[src/rtl/addru_pkg.sv]
// Shared types and constants for the residue-checked adder.
// ADDRU_FAULT_INJ_EN (top level) adds the fi_mask fault-injection port.
package addru_pkg;

    typedef enum logic [1:0] {
        IDLE    = 2'd0,
        COMPUTE = 2'd1,
        CHECK   = 2'd2,
        DONE    = 2'd3
    } state_t;

    typedef logic [1:0] res_t;

    localparam int RETRY_W  = 4;
    localparam int ERRCNT_W = 8;

    // Both operands are canonical residues (0..2), so one subtraction is enough.
    function automatic res_t add_mod3(input res_t a, input res_t b);
        logic [2:0] s;
        s = {1'b0, a} + {1'b0, b};
        if (s >= 3'd3) s = s - 3'd3;
        return s[1:0];
    endfunction

endpackage

[src/rtl/addru_mod3.sv]
// Combinational mod-3 residue of a W-bit unsigned value.
// Even bit positions weigh 1 and odd positions weigh 2, because 2^k mod 3 alternates 1,2.
module addru_mod3
    import addru_pkg::*;
#(
    parameter int W = 8
) (
    input  logic [W-1:0] x,
    output res_t         r
);

    res_t acc;

    always_comb begin
        acc = 2'd0;
        for (int i = 0; i < W; i++) begin
            if (x[i]) acc = add_mod3(acc, (i % 2 == 1) ? 2'd2 : 2'd1);
        end
    end

    assign r = acc;

endmodule

[src/rtl/addru_rc_pipe.sv]
// WIDTH-bit adder with mod-3 residue check, bounded recompute and error reporting.
// Define ADDRU_FAULT_INJ_EN to add the fi_mask port that corrupts sum_q on each COMPUTE.
module addru_rc_pipe
    import addru_pkg::*;
#(
    parameter int WIDTH     = 8,
    parameter int MAX_RETRY = 2
) (
    input  logic                clk,
    input  logic                rst,
    input  logic                in_valid,
    output logic                in_ready,
    input  logic [WIDTH-1:0]    in_a,
    input  logic [WIDTH-1:0]    in_b,
`ifdef ADDRU_FAULT_INJ_EN
    input  logic [WIDTH:0]      fi_mask,
`endif
    output logic                out_valid,
    input  logic                out_ready,
    output logic [WIDTH:0]      out_sum,
    output logic                out_err,
    output logic [RETRY_W-1:0]  out_retries,
    output logic [ERRCNT_W-1:0] err_count
);

    state_t               state_q, state_d;
    logic [WIDTH-1:0]     a_q, a_d, b_q, b_d;
    logic [WIDTH:0]       sum_q, sum_d;
    logic [RETRY_W-1:0]   retry_cnt_q, retry_cnt_d;
    logic [ERRCNT_W-1:0]  err_count_q, err_count_d;
    logic                 out_valid_q, out_valid_d;
    logic [WIDTH:0]       out_sum_q, out_sum_d;
    logic                 out_err_q, out_err_d;
    logic [RETRY_W-1:0]   out_retries_q, out_retries_d;

    logic [WIDTH:0]       mask;
    res_t                 r_a, r_b, r_sum;
    logic                 res_ok;

`ifdef ADDRU_FAULT_INJ_EN
    assign mask = fi_mask;
`else
    assign mask = '0;
`endif

    addru_mod3 #(.W(WIDTH))   u_mod3_a   (.x(a_q),   .r(r_a));
    addru_mod3 #(.W(WIDTH))   u_mod3_b   (.x(b_q),   .r(r_b));
    addru_mod3 #(.W(WIDTH+1)) u_mod3_sum (.x(sum_q), .r(r_sum));

    assign res_ok = (r_sum == add_mod3(r_a, r_b));

    always_comb begin
        state_d       = state_q;
        a_d           = a_q;
        b_d           = b_q;
        sum_d         = sum_q;
        retry_cnt_d   = retry_cnt_q;
        err_count_d   = err_count_q;
        out_valid_d   = out_valid_q;
        out_sum_d     = out_sum_q;
        out_err_d     = out_err_q;
        out_retries_d = out_retries_q;

        case (state_q)
            IDLE: begin
                if (in_valid) begin
                    a_d         = in_a;
                    b_d         = in_b;
                    retry_cnt_d = '0;
                    state_d     = COMPUTE;
                end
            end
            COMPUTE: begin
                sum_d   = ({1'b0, a_q} + {1'b0, b_q}) ^ mask;
                state_d = CHECK;
            end
            CHECK: begin
                if (res_ok) begin
                    out_err_d     = 1'b0;
                    out_sum_d     = sum_q;
                    out_retries_d = retry_cnt_q;
                    out_valid_d   = 1'b1;
                    state_d       = DONE;
                end else begin
                    if (err_count_q != '1) err_count_d = err_count_q + 1'b1;
                    if (retry_cnt_q < RETRY_W'(MAX_RETRY)) begin
                        retry_cnt_d = retry_cnt_q + 1'b1;
                        state_d     = COMPUTE;
                    end else begin
                        out_err_d     = 1'b1;
                        out_sum_d     = sum_q;
                        out_retries_d = retry_cnt_q;
                        out_valid_d   = 1'b1;
                        state_d       = DONE;
                    end
                end
            end
            DONE: begin
                // Result registers stay put; only valid drops on the handshake.
                if (out_ready) begin
                    out_valid_d = 1'b0;
                    state_d     = IDLE;
                end
            end
            default: state_d = IDLE;
        endcase
    end

    always_ff @(posedge clk) begin
        if (rst) begin
            state_q       <= IDLE;
            a_q           <= '0;
            b_q           <= '0;
            sum_q         <= '0;
            retry_cnt_q   <= '0;
            err_count_q   <= '0;
            out_valid_q   <= 1'b0;
            out_sum_q     <= '0;
            out_err_q     <= 1'b0;
            out_retries_q <= '0;
        end else begin
            state_q       <= state_d;
            a_q           <= a_d;
            b_q           <= b_d;
            sum_q         <= sum_d;
            retry_cnt_q   <= retry_cnt_d;
            err_count_q   <= err_count_d;
            out_valid_q   <= out_valid_d;
            out_sum_q     <= out_sum_d;
            out_err_q     <= out_err_d;
            out_retries_q <= out_retries_d;
        end
    end

    assign in_ready    = (state_q == IDLE);
    assign out_valid   = out_valid_q;
    assign out_sum     = out_sum_q;
    assign out_err     = out_err_q;
    assign out_retries = out_retries_q;
    assign err_count   = err_count_q;

endmodule

[config.mk]
export PLATFORM = sky130hd
export DESIGN_NAME = addru_rc_pipe
export DESIGN_NICKNAME = d
export VERILOG_FILES = /design/src/rtl/addru_pkg.sv /design/src/rtl/addru_mod3.sv /design/src/rtl/addru_rc_pipe.sv
export SDC_FILE = /design/constraint.sdc
export NUM_CORES = 1
export LEC_CHECK = 0
export BUFFER_PORTS_ARGS = -buffer_cell sky130_fd_sc_hd__buf_2
export CAP_MARGIN = 20
export CORE_MARGIN = 2
export CORE_UTILIZATION = 54
export CTS_CLUSTER_SIZE = 16
export DETAILED_ROUTE_END_ITERATION = 16
export PLACE_DENSITY = 0.77
export SLEW_MARGIN = 30
export SYNTH_ARGS = -nofsm -noshare
export SYNTH_HDL_FRONTEND = slang
export SYNTH_HIERARCHICAL = 1
export SYNTH_SLANG_ARGS = --single-unit
export TNS_END_PERCENT = 5
[constraint.sdc]
create_clock -name clk -period 5.3 [get_ports clk]
set_clock_uncertainty 0.05 [all_clocks]
set_input_delay 1.06 -clock clk [delete_from_list [all_inputs] [get_ports clk]]
set_output_delay 1.06 -clock clk [all_outputs]
set_load 0.05 [all_outputs]
; Word-level counts from Yosys, hierarchy flattened
; Index checks and enable logic that the tools add are counted.
[word_totals]
out_inout_bits = 24
input_bits = 20
regBits = 54
[classes]
add_sub_neg = 49
bitwise_logic = 1
order_cmp = 24
reduce_logical = 9
mux = 66
n_eq_ne = 11
[ops]
columns = cell, n
row1 = 2-bit 2-to-1 mux, 49
row2 = 3-bit by 2-bit greater-or-equal comparator with 1-bit output (second input constant), 23
row3 = 2-bit subtractor (second input constant), 23
row4 = 2-bit by 1-bit adder with 3-bit output (second input constant), 10
row5 = 2-bit by 2-bit adder with 3-bit output (second input constant), 9
row6 = 4-bit 2-to-1 mux, 5
row7 = 9-bit 2-to-1 mux, 2
row8 = 2-bit inequality test (second input constant), 5
row9 = 1-bit by 2-bit adder with 3-bit output (second input constant), 3
row10 = 8-bit by 8-bit adder with 9-bit output, 1
row11 = 8-bit by 1-bit adder with 8-bit output (second input constant), 1
row12 = 8-bit inequality test (second input constant), 1
row13 = 2-bit one-hot mux with 4 select lines, 1
row14 = 4-bit one-hot mux with 2 select lines, 1
row15 = 1-bit 2-to-1 mux, 7
row16 = 2-bit AND reduction, 3
row17 = 3-bit AND reduction, 2
row18 = 4-bit by 1-bit adder with 4-bit output (second input constant), 1
row19 = 2-bit equality test (second input constant), 2
row20 = 4-bit by 2-bit less-than comparator with 1-bit output (second input constant), 1
row21 = 4-bit AND reduction, 1
row22 = 2-bit nonzero test, 2
row23 = 2-bit by 2-bit adder with 3-bit output, 1
row24 = 3-bit inequality test (second input constant), 1
row25 = other kinds (5), 5

; Longest topological paths before layout
[logic_depth]
word_depth = 36
mapped_depth = 28
depth_no_buf = 27

; Hierarchy
; The synthesis kept the hierarchy.
[modules_own_cells]
columns = module, seq_area_each_um2, area_per_inst_um2, cells_each, instances
row1 = addru_rc_pipe, 1081.0, 2555.0, 291, 1
row2 = addru_mod3 (u_mod3_a ...), 0.0, 437.9, 51, 2
row3 = addru_mod3 (u_mod3_sum), 0.0, 536.8, 67, 1

; Least setup slack after synthesis
; No wires, ideal clock.
[synth_timing]
kind = flip-flop to flip-flop
from = register a_q[0]
to = register err_count_q[4], in the netlist err_count[4]
path_stages_with_launch = 26
path_buffers = 0
setup_ns = 0.123
synth_period_minus_slack_ns = 5.440
required_ns = 5.127
slack_ns = -0.140
t_arrival_ns = 5.266
cell_sequence = dfxtp_1 > inv_1 > ha_1 > mux2_2 > inv_1 > ha_1 > mux2_4 > xnor2_2 > mux2i_1 > a211oi_2 > ha_1 > nand2b_1 > o21ai_0 > ha_1 > inv_1 > a221oi_1 > inv_1 > fa_1 > inv_1 > ha_1 > nor3b_2 > o2bb2ai_2 > xnor2_2 > o21ai_1 > nor4b_2 > mux2_1
[synth_via]
elab_chain_cells = 35
elab_cells_between_ends = 43
classes_between = add/sub (16) / order compare (8) / eq/ne (1) / mux (16) / bitwise (1) / reduce/logical (1)
[synth_lines]
columns = item, line
row1 = from (decl), addru_rc_pipe.sv:27  ; logic [WIDTH-1:0] a_q, a_d, b_q, b_d;
row2 = from (signal assigned), addru_rc_pipe.sv:112  ; a_q <= '0;
row3 = from (signal assigned), addru_rc_pipe.sv:123  ; a_q <= a_d;
row4 = 1-bit 2-to-1 mux (*), addru_mod3.sv:17  ; if (x[i]) acc = add_mod3(acc, (i % 2 == 1) ? 2'd2 : 2'd1);
row5 = 1-bit by 2-bit adder with 3-bit output, addru_pkg.sv:20  ; s = {1'b0, a} + {1'b0, b};
row6 = 3-bit by 2-bit greater-or-equal comparator with 1-bit output / 2-bit subtractor (equally long branches), addru_pkg.sv:21  ; if (s >= 3'd3) s = s - 3'd3;
row7 = 2-bit 2-to-1 mux, addru_pkg.sv:21
row8 = 2-bit 2-to-1 mux (*), addru_mod3.sv:17
row9 = 2-bit by 1-bit adder with 3-bit output, addru_pkg.sv:20
row10 = 3-bit by 2-bit greater-or-equal comparator with 1-bit output / 2-bit subtractor (equally long branches), addru_pkg.sv:21
row11 = 2-bit 2-to-1 mux, addru_pkg.sv:21
row12 = (+20 left out), n/a
row13 = 2-bit 2-to-1 mux (*), addru_mod3.sv:17
row14 = named net r_a[1], addru_rc_pipe.sv:37  ; res_t r_a, r_b, r_sum;
row15 = 2-bit by 2-bit adder with 3-bit output (*), addru_pkg.sv:20
row16 = 3-bit by 2-bit greater-or-equal comparator with 1-bit output / 2-bit subtractor (equally long branches), addru_pkg.sv:21
row17 = 2-bit 2-to-1 mux (*), addru_pkg.sv:21
row18 = 2-bit equality test (*), addru_rc_pipe.sv:50  ; assign res_ok = (r_sum == add_mod3(r_a, r_b));
row19 = 1-bit inverter (no source line) (*), n/a
row20 = 3-bit AND reduction (no source line) (*), n/a
row21 = to (signal assigned), addru_rc_pipe.sv:127  ; err_count_q <= err_count_d;
row22 = to (decl), addru_rc_pipe.sv:30  ; logic [ERRCNT_W-1:0] err_count_q, err_count_d;
; Mark *: on every way through the listed nets, which the timed path passes. The rest lies on a longest branch.
; A chain may end at the register's enable or synchronous reset.

; Worst setup path after layout
[layout_timing]
from = register b_q[0]
to = register err_count_q[4], in the netlist err_count[4]
[layout_via]
elab_chain_cells = 35
elab_cells_between_ends = 43
classes_between = add/sub (16) / order compare (8) / eq/ne (1) / mux (16) / bitwise (1) / reduce/logical (1)
[layout_lines]
columns = item, line
row1 = from (decl), addru_rc_pipe.sv:27
row2 = from (signal assigned), addru_rc_pipe.sv:113  ; b_q <= '0;
row3 = from (signal assigned), addru_rc_pipe.sv:124  ; b_q <= b_d;
row4 = 1-bit 2-to-1 mux (*), addru_mod3.sv:17
row5 = 1-bit by 2-bit adder with 3-bit output, addru_pkg.sv:20
row6 = 3-bit by 2-bit greater-or-equal comparator with 1-bit output / 2-bit subtractor (equally long branches), addru_pkg.sv:21
row7 = 2-bit 2-to-1 mux, addru_pkg.sv:21
row8 = 2-bit 2-to-1 mux (*), addru_mod3.sv:17
row9 = 2-bit by 1-bit adder with 3-bit output, addru_pkg.sv:20
row10 = 3-bit by 2-bit greater-or-equal comparator with 1-bit output / 2-bit subtractor (equally long branches), addru_pkg.sv:21
row11 = 2-bit 2-to-1 mux, addru_pkg.sv:21
row12 = (+20 left out), n/a
row13 = 2-bit 2-to-1 mux (*), addru_mod3.sv:17
row14 = named net r_b[0], addru_rc_pipe.sv:37
row15 = 2-bit by 2-bit adder with 3-bit output (*), addru_pkg.sv:20
row16 = 3-bit by 2-bit greater-or-equal comparator with 1-bit output / 2-bit subtractor (equally long branches), addru_pkg.sv:21
row17 = 2-bit 2-to-1 mux (*), addru_pkg.sv:21
row18 = 2-bit equality test (*), addru_rc_pipe.sv:50
row19 = 1-bit inverter (no source line) (*), n/a
row20 = 3-bit AND reduction (no source line) (*), n/a
; Marked as above.

==> impl_metrics.csv <==
group,metric,value,unit
logic_synthesis,ys.flop_type,"dfxtp_1",
detailed_routing,ant_nets,0,
global_routing,grt_pass1_vias,3511,
critical_path,crit_required,5.47,ns
global_routing,grt_usage,0.230,
pwr,comb_power_share,0.594,
cts,cts_root_buf,"clkbuf_8",
layout,register_area,1090,um^2
place,place_area,4680,um^2
pwr,vdd_drop_max,0.454,mV
detailed_routing,vias,3559,
logic_synthesis,synthArstFlopShare,0,
logic_synthesis,avgSynthCellArea,8.63,um^2
pwr,internal_power,1.13,mW
cts,insertion_delay,0.32,ns
critical_path,crit-reg2reg-launch,"b_q[0]",
place,pre_cts_slack,-0.217,ns
global_routing,grt_max_degree,58,
cts,numCtsBuffers,5,
critical_path,reg2reg_depth,26,
sta,hold_viol_final,0,
global_routing,antenna_found_initial,0,
critical_path,end_kind,"register",
sta,tightest_slew,0.771,ns
pwr,p_clk_frac,0.147,
critical_path,start_kind,"register",
layout,fin_util,0.677,
run,maxCapViolations,0,
layout,finalInstanceArea,4860,um^2
floorplanning,coreArea,7180,um^2
detailed_routing,wirelength,9.01,mm
logic_synthesis,ys_seq_area_frac,0.272,
critical_path,crit_end,"err_count[4]",
place,port_buffers,43,
cts,clkSinkCount,54,
min_path,hold_class,"register to register",
pwr,p_seq_frac,0.259,
critical_path,crit_fanout,5,
critical_path,worst-r2r-setup-slack,-0.20,ns
critical_path,critPathKind,"register to register",
layout,final_common_cell,"nand2_1",
run_status,violations,"negative setup slack",
layout,nNetsFinal,587,
critical_path,critPathArrivalTime,5.66,ns
sta,maxSlewViolCount,0,
logic_synthesis,syn_area,3970,um^2
cts,cts_tree,"yes",
logic_synthesis,netlist_top_cells_area,"dfxtp_1 (27%), ha_1 (12%), mux2i_1 (6.6%)",
floorplanning,io_pins,44,
sta,fmax,182,MHz
floorplanning,rows,31,
sta,min_period,5.50,ns
sta,report.final.setup_viol,16,
sta,slew_headroom,0.485,
floorplanning,initial_core_util,0.553,
critical_path,critPathLaunch,"b_q[0]",
cts,clockBufferDepth,2,
global_routing,use_met1,0.290,
detailed_routing,remaining_drc_errors,0,
global_routing,overflow,0,
pwr,power.switching,0.740,mW
sta,finalCritPeriodShare,1.04,
place,place_congestion,0.847,
sta,rsz0062_at_grt,"yes",
critical_path,cp_common_cell,"inv_2",
cts,htreeDepth,2,
detailed_routing,drt_first_pass_iters,4,
layout,fill_cells,597,
critical_path,max_stage_delay,0.57,ns
detailed_routing,drt_iter0_markers,161,
pwr,leakagePower,2.00,nW
critical_path,crit_slowest_cell,"fa_1",
detailed_routing,avgRoutedWirePerCell,14.3,um
cts,clk_pin_slew,0.11,ns
global_routing,grt_use_met2,0.416,
sta,fin_tns_setup,-1.69,ns
logic_synthesis,yosys_warnings,6,
logic_synthesis,synth_top_area_frac,0.272,
logic_synthesis,ys_seq_elements,54,
logic_synthesis,synth.distinct_cells,68,
floorplanning,die_area,8050,um^2
pwr,power_density,386,nW/um^2
run_status,status,"finished with violations",
global_routing,top_usage_layer,"met2",
global_routing,grtUsageMet3,0.0352,
pwr,total_power,1.87,mW
layout,drive_gt1_frac,0.319,
floorplanning,die_x,89.7,um
place,dpl.hpwl,6.61,mm
logic_synthesis,yosys.area.top_type,"dfxtp_1",
layout,multi_input_area,2920,um^2
layout,final_cell_mix,"nand2_1 (58), dfxtp_1 (50), buf_2 (42)",
global_routing,grt_pass1_wl,15.8,mm
logic_synthesis,syn_inst,460,
sta,setup_ws,-0.196,ns
logic_synthesis,synthesis.nets,519,
critical_path,timing.rr.end,"err_count[4]",
layout,antenna-diode-count,0,
detailed_routing,avgViaCountPerCell,5.67,
layout,area_delta_synth_final,22.5,%
logic_synthesis,synth_edf_count,0,
pwr,power.share.switching,0.395,
floorplanning,dieHeight,89.7,um
==> per-stage QoR <==
step / instances / hold WS, ns
after floorplan: 460 / 0.391
after global placement: 619 / 0.397
after detailed placement: 619 / 0.403
after CTS: 627 / 0.419
after global routing: 628 / 0.444
final: 628 / 0.413
==> state kept, by name, summed over array words and instances (netlist names) <==
signal and flops:
a_q 8, b_q 8, err_count 8, out_err 1, out_retries 4, out_sum 9
out_valid 1, retry_cnt_q 4, state_q 2, sum_q 9
==> kinds of logic after synthesis <==
kind of cell | count (synthesis) | synth area share
XOR/XNOR | 10 | 0.0296
multiplexers | 47 | 0.136
adder cells (fa/ha/maj) | 39 | 0.127
buffers and inverters | 46 | 0.0457
AO/OA/AOI/OAI | 102 | 0.179
AND/OR/NAND/NOR | 162 | 0.211
flip-flops | 54 | 0.272
==> power groups by stage <==
stage               Clock [mW]  Sequential [mW]  Combinational, mW
detailed placement           0            0.495               1.03
CTS                      0.284            0.486               1.07
finish                   0.275            0.486               1.11
global route             0.301            0.494               1.21
global placement             0            0.492              0.992
floorplan                    0            0.499              0.680
==> per-layer routing <==
layer | up-vias | share of wire
li1 | 1780 | -
met3 | 13 | 0.031
met4 | 0 | 0.012
met1 | 1696 | 0.44
met2 | 70 | 0.52
met5 | - | 0
==> cells in the mapped netlist (3+ instances only) <==
library cell  number
o21ai_0           12
or2_1              3
nand2_1           60
buf_2              5
nor2_1            31
mux2i_2            3
a211oi_1           7
mux2_2            10
o2111ai_1          3
and2_1             3
mux2i_1           26
inv_1             27
o21ai_1            6
a21oi_1           35
ha_1              37
nor4_1             5
o31ai_1            4
xnor2_1            4
nor3b_1            7
or3_1              7
mux2_4             6
nand2b_1          14
a221oi_1           3
nor3_1             4
nor2b_1            3
dfxtp_1           54
xnor2_2            4
nand4b_1           3
nand3_1            4
o211ai_1           6
a211o_1            3
clkbuf_1          12
==> layout make-up <==
class,instances,share of cell area
clock buffer,6,0.0193
inverter,27,0.0214
sequential,54,0.225
tap,99,0.0255
timing repair buffer,80,0.105
clock inverter,2,0.00361
multi-input combinational,360,0.601
==> critical path, delay by kind of cell (launching register included) <==
family,cells,cell delay (ns)
compound gates,6,1.03
xor+xnor,1,0.20
fa+ha+maj,7,1.77
buf+inv,4,0.22
flops,1,0.39
mux,4,0.96
simple gates,4,0.78
==> timing repair <==
item                                    4_1_cts  5_1_grt
gates cloned                                  0        0
setup buffers                                 0        1
pin swaps                                     2        3
resized for setup                            13        1
hold buffers                                  0        0
endpoints found under the setup margin       23       27
==> worst min path at each step <==
stage                         start        end  slack (ns)  depth (start not counted)
after global routing      out_valid  out_valid        0.44                          2
after CTS                 out_valid  out_valid        0.42                          2
after floorplan            sum_q[3]   sum_q[3]        0.39                          2
final                     out_valid  out_valid        0.41                          2
after detailed placement  out_valid  out_valid        0.40                          2
after global placement    out_valid  out_valid        0.40                          2
No activity file was read; power rests on OpenSTA's default activity.
